`src/rtl/ifu_fsm_ysyx_24100029_if.sv`:
```
// Instruction-fetch read channel between the IFU and instruction memory / bus.
// master: the IFU issuing requests; slave: the memory answering them.
interface ifu_fsm_ysyx_24100029_if #(
   parameter int XLEN = 32
);
   logic [XLEN-1:0] araddr;
   logic            arvalid;
   logic            arready;
   logic [31:0]     rdata;
   logic [1:0]      rresp;
   logic            rvalid;
   logic            rready;

   modport master (
      output araddr, arvalid, rready,
      input  arready, rdata, rresp, rvalid
   );

   modport slave (
      input  araddr, arvalid, rready,
      output arready, rdata, rresp, rvalid
   );
endinterface

```
`src/rtl/ifu_fsm_ysyx_24100029.sv`:
```
// Multi-cycle instruction fetch and next-PC sequencer.
// Owns the architectural PC, fetches one 32-bit instruction per REQ/WAIT/ISSUE
// round over the read channel, holds it until EXU commits, then advances the PC
// from the mret/ecall/jump/branch/sequential sources. A response error or a
// WAIT timeout parks the FSM in ERR with fetch_err set until reset.
// Optional feature macro: IFU_MISALIGN_TRAP_EN -- redirects a misaligned
// jump/branch/sequential target to mtvec and pulses misalign for one cycle.
module ifu_fsm_ysyx_24100029 #(
   parameter int              XLEN     = 32,
   parameter logic [XLEN-1:0] RESET_PC = 'h8000_0000,
   parameter int              TIMEOUT  = 256
) (
   input  logic                           clk,
   input  logic                           rst,
   ifu_fsm_ysyx_24100029_if.master        bus,
   output logic [31:0]                    inst,
   output logic                           inst_valid,
   input  logic                           commit,
   input  logic                           jump_flag,
   input  logic [XLEN-1:0]                jump_target,
   input  logic                           branch_flag,
   input  logic                           br_taken,
   input  logic [XLEN-1:0]                imm,
   input  logic                           ecall_flag,
   input  logic                           mret_flag,
   input  logic [XLEN-1:0]                mtvec,
   input  logic [XLEN-1:0]                mepc,
   output logic [XLEN-1:0]                pc,
   output logic [XLEN-1:0]                snpc,
   output logic [XLEN-1:0]                dnpc,
   output logic                           fetch_err,
   output logic                           misalign
);

   localparam logic [1:0] ST_REQ   = 2'd0;
   localparam logic [1:0] ST_WAIT  = 2'd1;
   localparam logic [1:0] ST_ISSUE = 2'd2;
   localparam logic [1:0] ST_ERR   = 2'd3;

   // Counter only needs to reach TIMEOUT-1.
   localparam int CNT_W = (TIMEOUT > 1) ? $clog2(TIMEOUT) : 1;

   logic [1:0]       state_reg, state_next;
   logic [XLEN-1:0]  pc_reg, pc_next;
   logic [31:0]      inst_reg, inst_next;
   logic             err_reg, err_next;
   logic             mis_reg, mis_next;
   logic [CNT_W-1:0] cnt_reg, cnt_next;

   logic             timeout_hit;
   logic [XLEN-1:0]  snpc_w;
   logic [XLEN-1:0]  br_target_w;
   logic [XLEN-1:0]  dnpc_w;
   logic [XLEN-1:0]  commit_pc_w;
   logic             commit_mis_w;

   // Timeout comparator exists only when a limit is configured.
   generate
      if (TIMEOUT != 0) begin : g_timeout
         assign timeout_hit = (cnt_reg == CNT_W'(TIMEOUT - 1));
      end else begin : g_no_timeout
         assign timeout_hit = 1'b0;
      end
   endgenerate

   // Sequential and branch targets; both wrap modulo 2^XLEN.
   assign snpc_w      = pc_reg + XLEN'(4);
   assign br_target_w = pc_reg + imm;

   // Next-PC selection in fixed priority: mret, ecall, jump, taken branch, sequential.
   always_comb begin
      dnpc_w = snpc_w;
      if (mret_flag) begin
         dnpc_w = mepc;
      end else if (ecall_flag) begin
         dnpc_w = mtvec;
      end else if (jump_flag) begin
         dnpc_w = jump_target;
      end else if (branch_flag && br_taken) begin
         dnpc_w = br_target_w;
      end
   end

`ifdef IFU_MISALIGN_TRAP_EN
   logic trap_src_w;
   logic dnpc_misaligned_w;

   // mret/ecall targets come from CSRs and are trusted, so they skip the check.
   assign trap_src_w        = mret_flag | ecall_flag;
   assign dnpc_misaligned_w = (dnpc_w[1:0] != 2'b00) && !trap_src_w;
   assign commit_pc_w       = dnpc_misaligned_w ? mtvec : dnpc_w;
   assign commit_mis_w      = dnpc_misaligned_w;
`else
   assign commit_pc_w  = dnpc_w;
   assign commit_mis_w = 1'b0;
`endif

   // FSM next-state and datapath updates.
   always_comb begin
      state_next = state_reg;
      pc_next    = pc_reg;
      inst_next  = inst_reg;
      err_next   = err_reg;
      mis_next   = 1'b0;
      cnt_next   = cnt_reg;
      case (state_reg)
         ST_REQ: begin
            if (bus.arready) begin
               state_next = ST_WAIT;
            end
         end
         ST_WAIT: begin
            cnt_next = cnt_reg + CNT_W'(1);
            // A good response in the last allowed cycle still wins over the timeout.
            if (bus.rvalid && (bus.rresp == 2'b00)) begin
               inst_next  = bus.rdata;
               state_next = ST_ISSUE;
            end else if (bus.rvalid || timeout_hit) begin
               err_next   = 1'b1;
               state_next = ST_ERR;
            end
         end
         ST_ISSUE: begin
            if (commit) begin
               pc_next    = commit_pc_w;
               mis_next   = commit_mis_w;
               cnt_next   = '0;
               state_next = ST_REQ;
            end
         end
         ST_ERR: begin
            state_next = ST_ERR;
         end
         default: begin
            state_next = ST_ERR;
         end
      endcase
   end

   // State registers with synchronous reset overriding every state.
   always_ff @(posedge clk) begin
      if (rst) begin
         state_reg <= ST_REQ;
         pc_reg    <= RESET_PC;
         inst_reg  <= '0;
         err_reg   <= 1'b0;
         mis_reg   <= 1'b0;
         cnt_reg   <= '0;
      end else begin
         state_reg <= state_next;
         pc_reg    <= pc_next;
         inst_reg  <= inst_next;
         err_reg   <= err_next;
         mis_reg   <= mis_next;
         cnt_reg   <= cnt_next;
      end
   end

   // Handshake outputs are one-hot by state, so they are never high together.
   assign bus.araddr  = pc_reg;
   assign bus.arvalid = (state_reg == ST_REQ);
   assign bus.rready  = (state_reg == ST_WAIT);
   assign inst_valid  = (state_reg == ST_ISSUE);

   assign inst      = inst_reg;
   assign pc        = pc_reg;
   assign snpc      = snpc_w;
   assign dnpc      = dnpc_w;
   assign fetch_err = err_reg;
   assign misalign  = mis_reg;

endmodule

```
`src/flat_wrapper.sv`:
```
// flat-port wrapper written by rule: the top's interface ports become plain ports
module ifu_fsm_ysyx_24100029_flat 
#(
   parameter int              XLEN     = 32,
   parameter logic [XLEN-1:0] RESET_PC = 'h8000_0000,
   parameter int              TIMEOUT  = 256
)
  (clk, rst, inst, inst_valid, commit, jump_flag, jump_target, branch_flag, br_taken, imm, ecall_flag, mret_flag, mtvec, mepc, pc, snpc, dnpc, fetch_err, misalign, bus_araddr, bus_arvalid, bus_rready, bus_arready, bus_rdata, bus_rresp, bus_rvalid);
  ifu_fsm_ysyx_24100029_if #(.XLEN(XLEN)) bus_i ();
  input  logic clk;
  input  logic rst;
  output logic [31:0] inst;
  output logic inst_valid;
  input  logic commit;
  input  logic jump_flag;
  input  logic [XLEN-1:0] jump_target;
  input  logic branch_flag;
  input  logic br_taken;
  input  logic [XLEN-1:0] imm;
  input  logic ecall_flag;
  input  logic mret_flag;
  input  logic [XLEN-1:0] mtvec;
  input  logic [XLEN-1:0] mepc;
  output logic [XLEN-1:0] pc;
  output logic [XLEN-1:0] snpc;
  output logic [XLEN-1:0] dnpc;
  output logic fetch_err;
  output logic misalign;
  output wire logic [$bits(bus_i.araddr)-1:0] bus_araddr;
  output wire logic [$bits(bus_i.arvalid)-1:0] bus_arvalid;
  output wire logic [$bits(bus_i.rready)-1:0] bus_rready;
  input wire logic [$bits(bus_i.arready)-1:0] bus_arready;
  input wire logic [$bits(bus_i.rdata)-1:0] bus_rdata;
  input wire logic [$bits(bus_i.rresp)-1:0] bus_rresp;
  input wire logic [$bits(bus_i.rvalid)-1:0] bus_rvalid;
  assign bus_araddr = bus_i.araddr;
  assign bus_arvalid = bus_i.arvalid;
  assign bus_rready = bus_i.rready;
  assign bus_i.arready = bus_arready;
  assign bus_i.rdata = bus_rdata;
  assign bus_i.rresp = bus_rresp;
  assign bus_i.rvalid = bus_rvalid;
  ifu_fsm_ysyx_24100029 #(.XLEN(XLEN), .RESET_PC(RESET_PC), .TIMEOUT(TIMEOUT)) u_core (.clk(clk), .rst(rst), .bus(bus_i), .inst(inst), .inst_valid(inst_valid), .commit(commit), .jump_flag(jump_flag), .jump_target(jump_target), .branch_flag(branch_flag), .br_taken(br_taken), .imm(imm), .ecall_flag(ecall_flag), .mret_flag(mret_flag), .mtvec(mtvec), .mepc(mepc), .pc(pc), .snpc(snpc), .dnpc(dnpc), .fetch_err(fetch_err), .misalign(misalign));
endmodule
```
`config.mk`:
```
export PLATFORM = sky130hd
export DESIGN_NAME = ifu_fsm_ysyx_24100029_flat
export DESIGN_NICKNAME = d
export VERILOG_FILES = /design/src/rtl/ifu_fsm_ysyx_24100029_if.sv /design/src/rtl/ifu_fsm_ysyx_24100029.sv /design/src/flat_wrapper.sv
export SDC_FILE = /design/constraint.sdc
export NUM_CORES = 1
export LEC_CHECK = 0
export BUFFER_PORTS_ARGS = -buffer_cell sky130_fd_sc_hd__buf_4
export CORE_AREA = 2 2 132 134
export DETAILED_ROUTE_END_ITERATION = 8
export DIE_AREA = 0 0 134 136
export HOLD_SLACK_MARGIN = 0.02
export PLACE_DENSITY = 0.68
export SLEW_MARGIN = 25
export SYNTH_ARGS = -nofsm -noshare
export SYNTH_HDL_FRONTEND = slang
export SYNTH_SLANG_ARGS = --single-unit
```
`constraint.sdc`:
```
create_clock -name clk -period 8.1 [get_ports clk]
set_input_delay 0.81 -clock clk [delete_from_list [all_inputs] [get_ports clk]]
set_output_delay 0.81 -clock clk [all_outputs]
set_load 0.02 [all_outputs]
```
# Yosys cells after proc, flatten, opt, wreduce, memory -nomap -nowiden
# Index checks and enable logic that the tools add are counted.
word_totals:
  register_bits: 75
  input_bits: 172
  wordCells: 38
classes:
  addsub: 3
  eq_ne: 7
  muxes: 11
  bitwise: 1
  reduce_logical: 11
ops:
  columns: ["operator", "n"]
  rows:
  - ["2-to-1 mux 32 bit", 4]
  - ["adder 32 x 3 -> 32 bit (second input constant)", 1]
  - ["adder 32 bit", 1]
  - ["one-hot mux 8 bit (2 select lines)", 1]
  - ["adder 8 x 1 -> 8 bit (second input constant)", 1]
  - ["equality test 8 bit (second input constant)", 1]
  - ["2-to-1 mux 2 bit", 4]
  - ["2-to-1 mux 8 bit", 1]
  - ["one-hot mux 2 bit (4 select lines)", 1]
  - ["AND reduction 2 bit", 3]
  - ["AND reduction 3 bit", 2]
  - ["equality test 2 bit (second input constant)", 2]
  - ["logical NOT 2 bit", 2]
  - ["inequality test 2 x 1 -> 1 bit (second input constant)", 2]
  - ["inequality test 3 x 1 -> 1 bit (second input constant)", 1]
  - ["equality test 2 x 1 -> 1 bit (second input constant)", 1]
  - ["logical AND 1 bit", 2]
  - ["nonzero test 2 bit", 1]
  - ["logical OR 1 bit", 1]
  - ["inverter 1 bit", 1]

# Logic depth before layout (Yosys ltp)
depth:
  word_depth: 5
  depth_mapped: 11

# Worst setup path before layout
# OpenSTA, ideal clock, no wires.
synth_timing:
  path_kind: "input to output"
  startpoint: "in imm[11]"
  endpoint: "out dnpc[22]"
  arrival_time_ns: 3.082
  required_ns: 7.290
  setup_slack_ns: 4.208
  cell_stages: 11
  n_path_buf: 1
  cell_sequence: "ha_1 -> buf_2 -> a21o_1 -> a21o_1 -> a221o_1 -> o21ai_1 -> a211oi_1 -> or3_1 -> a311o_1 -> nand3_1 -> a21oi_1"
synth_via:
  elab_chain_cells: 5
synth_rtl:
  columns: ["element", "line_no", "source"]
  rows:
  - ["start: declaration", "flat_wrapper.sv:19", "input logic [XLEN-1:0] imm;"]
  - ["adder 32 bit", "ifu_fsm_ysyx_24100029.sv:68", "assign br_target_w = pc_reg + imm;"]
  - ["2-to-1 mux 32 bit", "ifu_fsm_ysyx_24100029.sv:79", "end else if (branch_flag && br_taken) begin"]
  - ["2-to-1 mux 32 bit", "ifu_fsm_ysyx_24100029.sv:77", "end else if (jump_flag) begin"]
  - ["2-to-1 mux 32 bit", "ifu_fsm_ysyx_24100029.sv:75", "end else if (ecall_flag) begin"]
  - ["2-to-1 mux 32 bit", "ifu_fsm_ysyx_24100029.sv:73", "if (mret_flag) begin"]
  - ["end: declaration", "flat_wrapper.sv:26", "output logic [XLEN-1:0] dnpc;"]
# No other way between the ends.

# Worst setup path in the final report
layout_timing:
  startpoint: "reg u_core.pc_reg[2], in the netlist u_core.bus.araddr[2]"
  endpoint: "out dnpc[20]"
layout_via:
  elab_chain_cells: 5
  word_cells_on_any_way: 6
layout_rtl:
  columns: ["element", "line_no", "source"]
  rows:
  - ["start: declaration", "ifu_fsm_ysyx_24100029.sv:44", "logic [XLEN-1:0] pc_reg, pc_next;"]
  - ["start signal: assignment", "ifu_fsm_ysyx_24100029.sv:151", "pc_reg <= pc_next;"]
  - ["adder 32 x 3 -> 32 bit or adder 32 bit (tied branches)", "ifu_fsm_ysyx_24100029.sv:67, ifu_fsm_ysyx_24100029.sv:68", null]
  - ["2-to-1 mux 32 bit (*)", "ifu_fsm_ysyx_24100029.sv:79", null]
  - ["2-to-1 mux 32 bit (*)", "ifu_fsm_ysyx_24100029.sv:77", null]
  - ["2-to-1 mux 32 bit (*)", "ifu_fsm_ysyx_24100029.sv:75", null]
  - ["2-to-1 mux 32 bit (*)", "ifu_fsm_ysyx_24100029.sv:73", null]
# Mark *: on every way between the ends. The rest lies on a longest branch, timed or not.

==> results.json <==
{
  "min_period_ns": 4.44,
  "wirelength_um": 28100,
  "synth_compound_area_frac": 0.289,
  "crit_family": "simple AND/OR/NAND/NOR gates",
  "io_buffers": 335,
  "io_pins": 337,
  "synth.distinct_cells": 67,
  "critPathBufInv": 1,
  "critPathKind": "flop to output pin",
  "max-cap-violations": 0,
  "cp-startpoint": "u_core.bus.araddr[2]",
  "crit_chain": "ha_1 -> nand3_1 -> nor4_1 -> nand2_1 -> xnor2_1 -> o21ai_0 -> o21a_1 -> o21ai_0 -> buf_4",
  "synth_area_mm2": 0.00649,
  "outcome": "completed",
  "yosys_warnings": 0,
  "coreArea_mm2": 0.0169,
  "synth_ff_type": "dfxtp_1",
  "synth-edff-count": 0,
  "synth_top_area_share": 0.231,
  "worst_path_max_delay_cell": "nor4_1",
  "reg2reg_from": "u_core.bus.araddr[2]",
  "max_stage_delay_ns": 0.80,
  "min_from": "u_core.inst[20]",
  "start_util": 0.385,
  "viasPerCell": 5.67,
  "grt_usage": 0.297,
  "finalWorstSetupSlack_ns": 3.66,
  "antenna_cells": 0,
  "placement.cell_area_mm2": 0.00891,
  "syn-instance-count": 929,
  "globalplace.congestion": 0.971,
  "postSynth.asyncResetShare": 0,
  "cts_tree": "done",
  "yosysTopAreaCell": "dfxtp_1",
  "grt_pass1_wl_um": 42100,
  "syn_avg_cell_area_um2": 6.99,
  "postCtsSetupRepairBufs": 0,
  "drt_first_pass_iters": 7,
  "final.fill_count": 1711,
  "drc": 0,
  "cp.required_ns": 7.29,
  "worst_path_most_repeated_cell": "o21ai_0",
  "wl_met2_um": 12700,
  "cts.root.buffer_cell": "clkbuf_16",
  "cp.arrival_ns": 3.63,
  "ant_nets": 0,
  "hp-class": "flop to flop",
  "skew_ns": 0.00865,
  "rsz0062_at_grt": "false",
  "clk_pin_slew_ns": 0.07,
  "hold_violations": 0,
  "final_cell_mix": "344 x buf_4, 168 x nand2_1, 110 x a21oi_1, 75 x dfxtp_1, 71 x nor2_1",
  "ctsResizeCount": 0,
  "worstMarginPinSlew_ns": 0.910,
  "dieWidth_um": 134,
  "synth_area_leaders": "dfxtp_1 23%, nand2_1 9.7%, a21oi_1 8.5%",
  "cts_buffers": 9,
  "grt_pass1_vias": 7412,
  "routed.top_layer": "met4",
  "synth.ff_latch_count": 75,
  "critPathLaunchType": "flop",
  "finalNonFillerCells": 1429,
  "antenna_found_initial": 0,
  "fin_nets": 1405,
  "yosys.area_share.simple": 0.251,
  "synth_xor_area_frac": 0.0675,
  "relSlewSlack": 0.393,
  "grt_max_degree": 66,
  "max-vdd-ir-drop_mv": 0.107,
  "drive_gt1_frac": 0.319,
  "fin_hold_ws_ns": 0.454,
  "cts_hold_buf": 0,
  "drt-met1-wl_um": 11800,
  "layout_worst_path_cycle_share": 0.548,
  "grt_overflow": 0,
  "cts_sinks": 75,
  "synth-adder-area-share": 0.0667,
  "routedWlPerCell_um": 19.7,
  "clock_path_buffers": 2,
  "cp-end-kind": "output pin",
  "dr.first_iter.drc_count": 891,
  "final_common_cell": "buf_4",
  "dp_cells": 1413,
  "p_per_area_mw_per_mm2": 125,
  "crit_fanout": 9,
  "dp_hpwl_um": 21300,
  "synth_top_family_by_area": "compound AO/OA/AOI/OAI gates",
  "synth_fp_nets": 1135,
  "synthToLayoutAreaGrowth_pct": 42.0,
  "timing.fmax_mhz": 225,
  "insertion_delay_ns": 0.34,
  "num_rows": 48,
  "vias": 8103,
  "finalInstanceArea_mm2": 0.00922,
  "met3_length_um": 2950,
  "die_h_um": 136,
  "slew_viol_final": 0,
  "synth_mux_area_frac": 0.0118,
  "yosysSeqAreaShare": 0.231,
  "leakage_uw": 0.00424,
  "tns_ns": 0,
  "place_ws_ns": 3.72,
  "fp.dieArea_mm2": 0.0182,
  "setup_viol": 0,
  "htree_levels": 3
}
## where the power goes
part | switching [uW] | internal, uW
Clock | 175 | 251
Sequential | 12.5 | 377
Combinational | 188 | 148
Total | 375 | 775
## metal layers
metal,track usage,up-vias
met5,0,-
met4,0.0863,0
met3,0.0764,42
met2,0.472,436
met1,0.397,3774
li1,-,3851
## tightest hold or removal path, stage by stage (launching register included)
cell	delay, ns
dfxtp_1	0.31
nand2_1	0.05
a21oi_1	0.05
## synthesized netlist by cell type, types with 15 or more instances
cell type	n
nor2_1	74
inv_1	18
nand2_1	168
nand3_1	29
a21oi_1	110
a31oi_1	18
a21o_1	17
xor2_1	21
ha_1	33
nor3_1	22
clkbuf_1	42
buf_4	36
nand4_1	15
dfxtp_1	75
o21ai_0	44
xnor2_1	29
## final timing paths
check	end	slack, ns	cells after the start
min	u_core.inst[20]	0.45	2
max reg2reg	u_core.bus.araddr[22]	4.86	9
min reg2reg	u_core.inst[20]	0.45	2
max	dnpc[20]	3.66	9
## area by class of cell
| cell class | count | area, um2 | share of cell area |
|---|---|---|---|
| Clock buffer | 10 | 239 | 0.0259 |
| Clock inverter | 6 | 70.1 | 0.00760 |
| Inverter | 21 | 78.8 | 0.00855 |
| Multi-Input combinational cell | 748 | 4460 | 0.484 |
| Sequential cell | 75 | 1500 | 0.163 |
| Tap cell | 225 | 282 | 0.0305 |
| Timing Repair Buffer | 344 | 2580 | 0.280 |
## cell families (layout without fill, tap and decap cells)
logic type               Yosys count  count (layout)
flip-flops                        75              75
adder cells (fa/ha/maj)           34              34
multiplexers                       7               7
XOR/XNOR                          50              50
other                              1               1
buffers and inverters            106             381
AND/OR/NAND/NOR                  359             359
AO/OA/AOI/OAI                    297             297
## per-stage QoR
step | total power, uW | util
2_1_floorplan | 570 | -
3_3_place_gp | 727 | 0.528
3_5_place_dp | 727 | 0.528
4_1_cts | 1160 | 0.546
5_1_grt | 1200 | 0.546
6_report | 1150 | 0.546
Power figures use the tool's default switching activity.
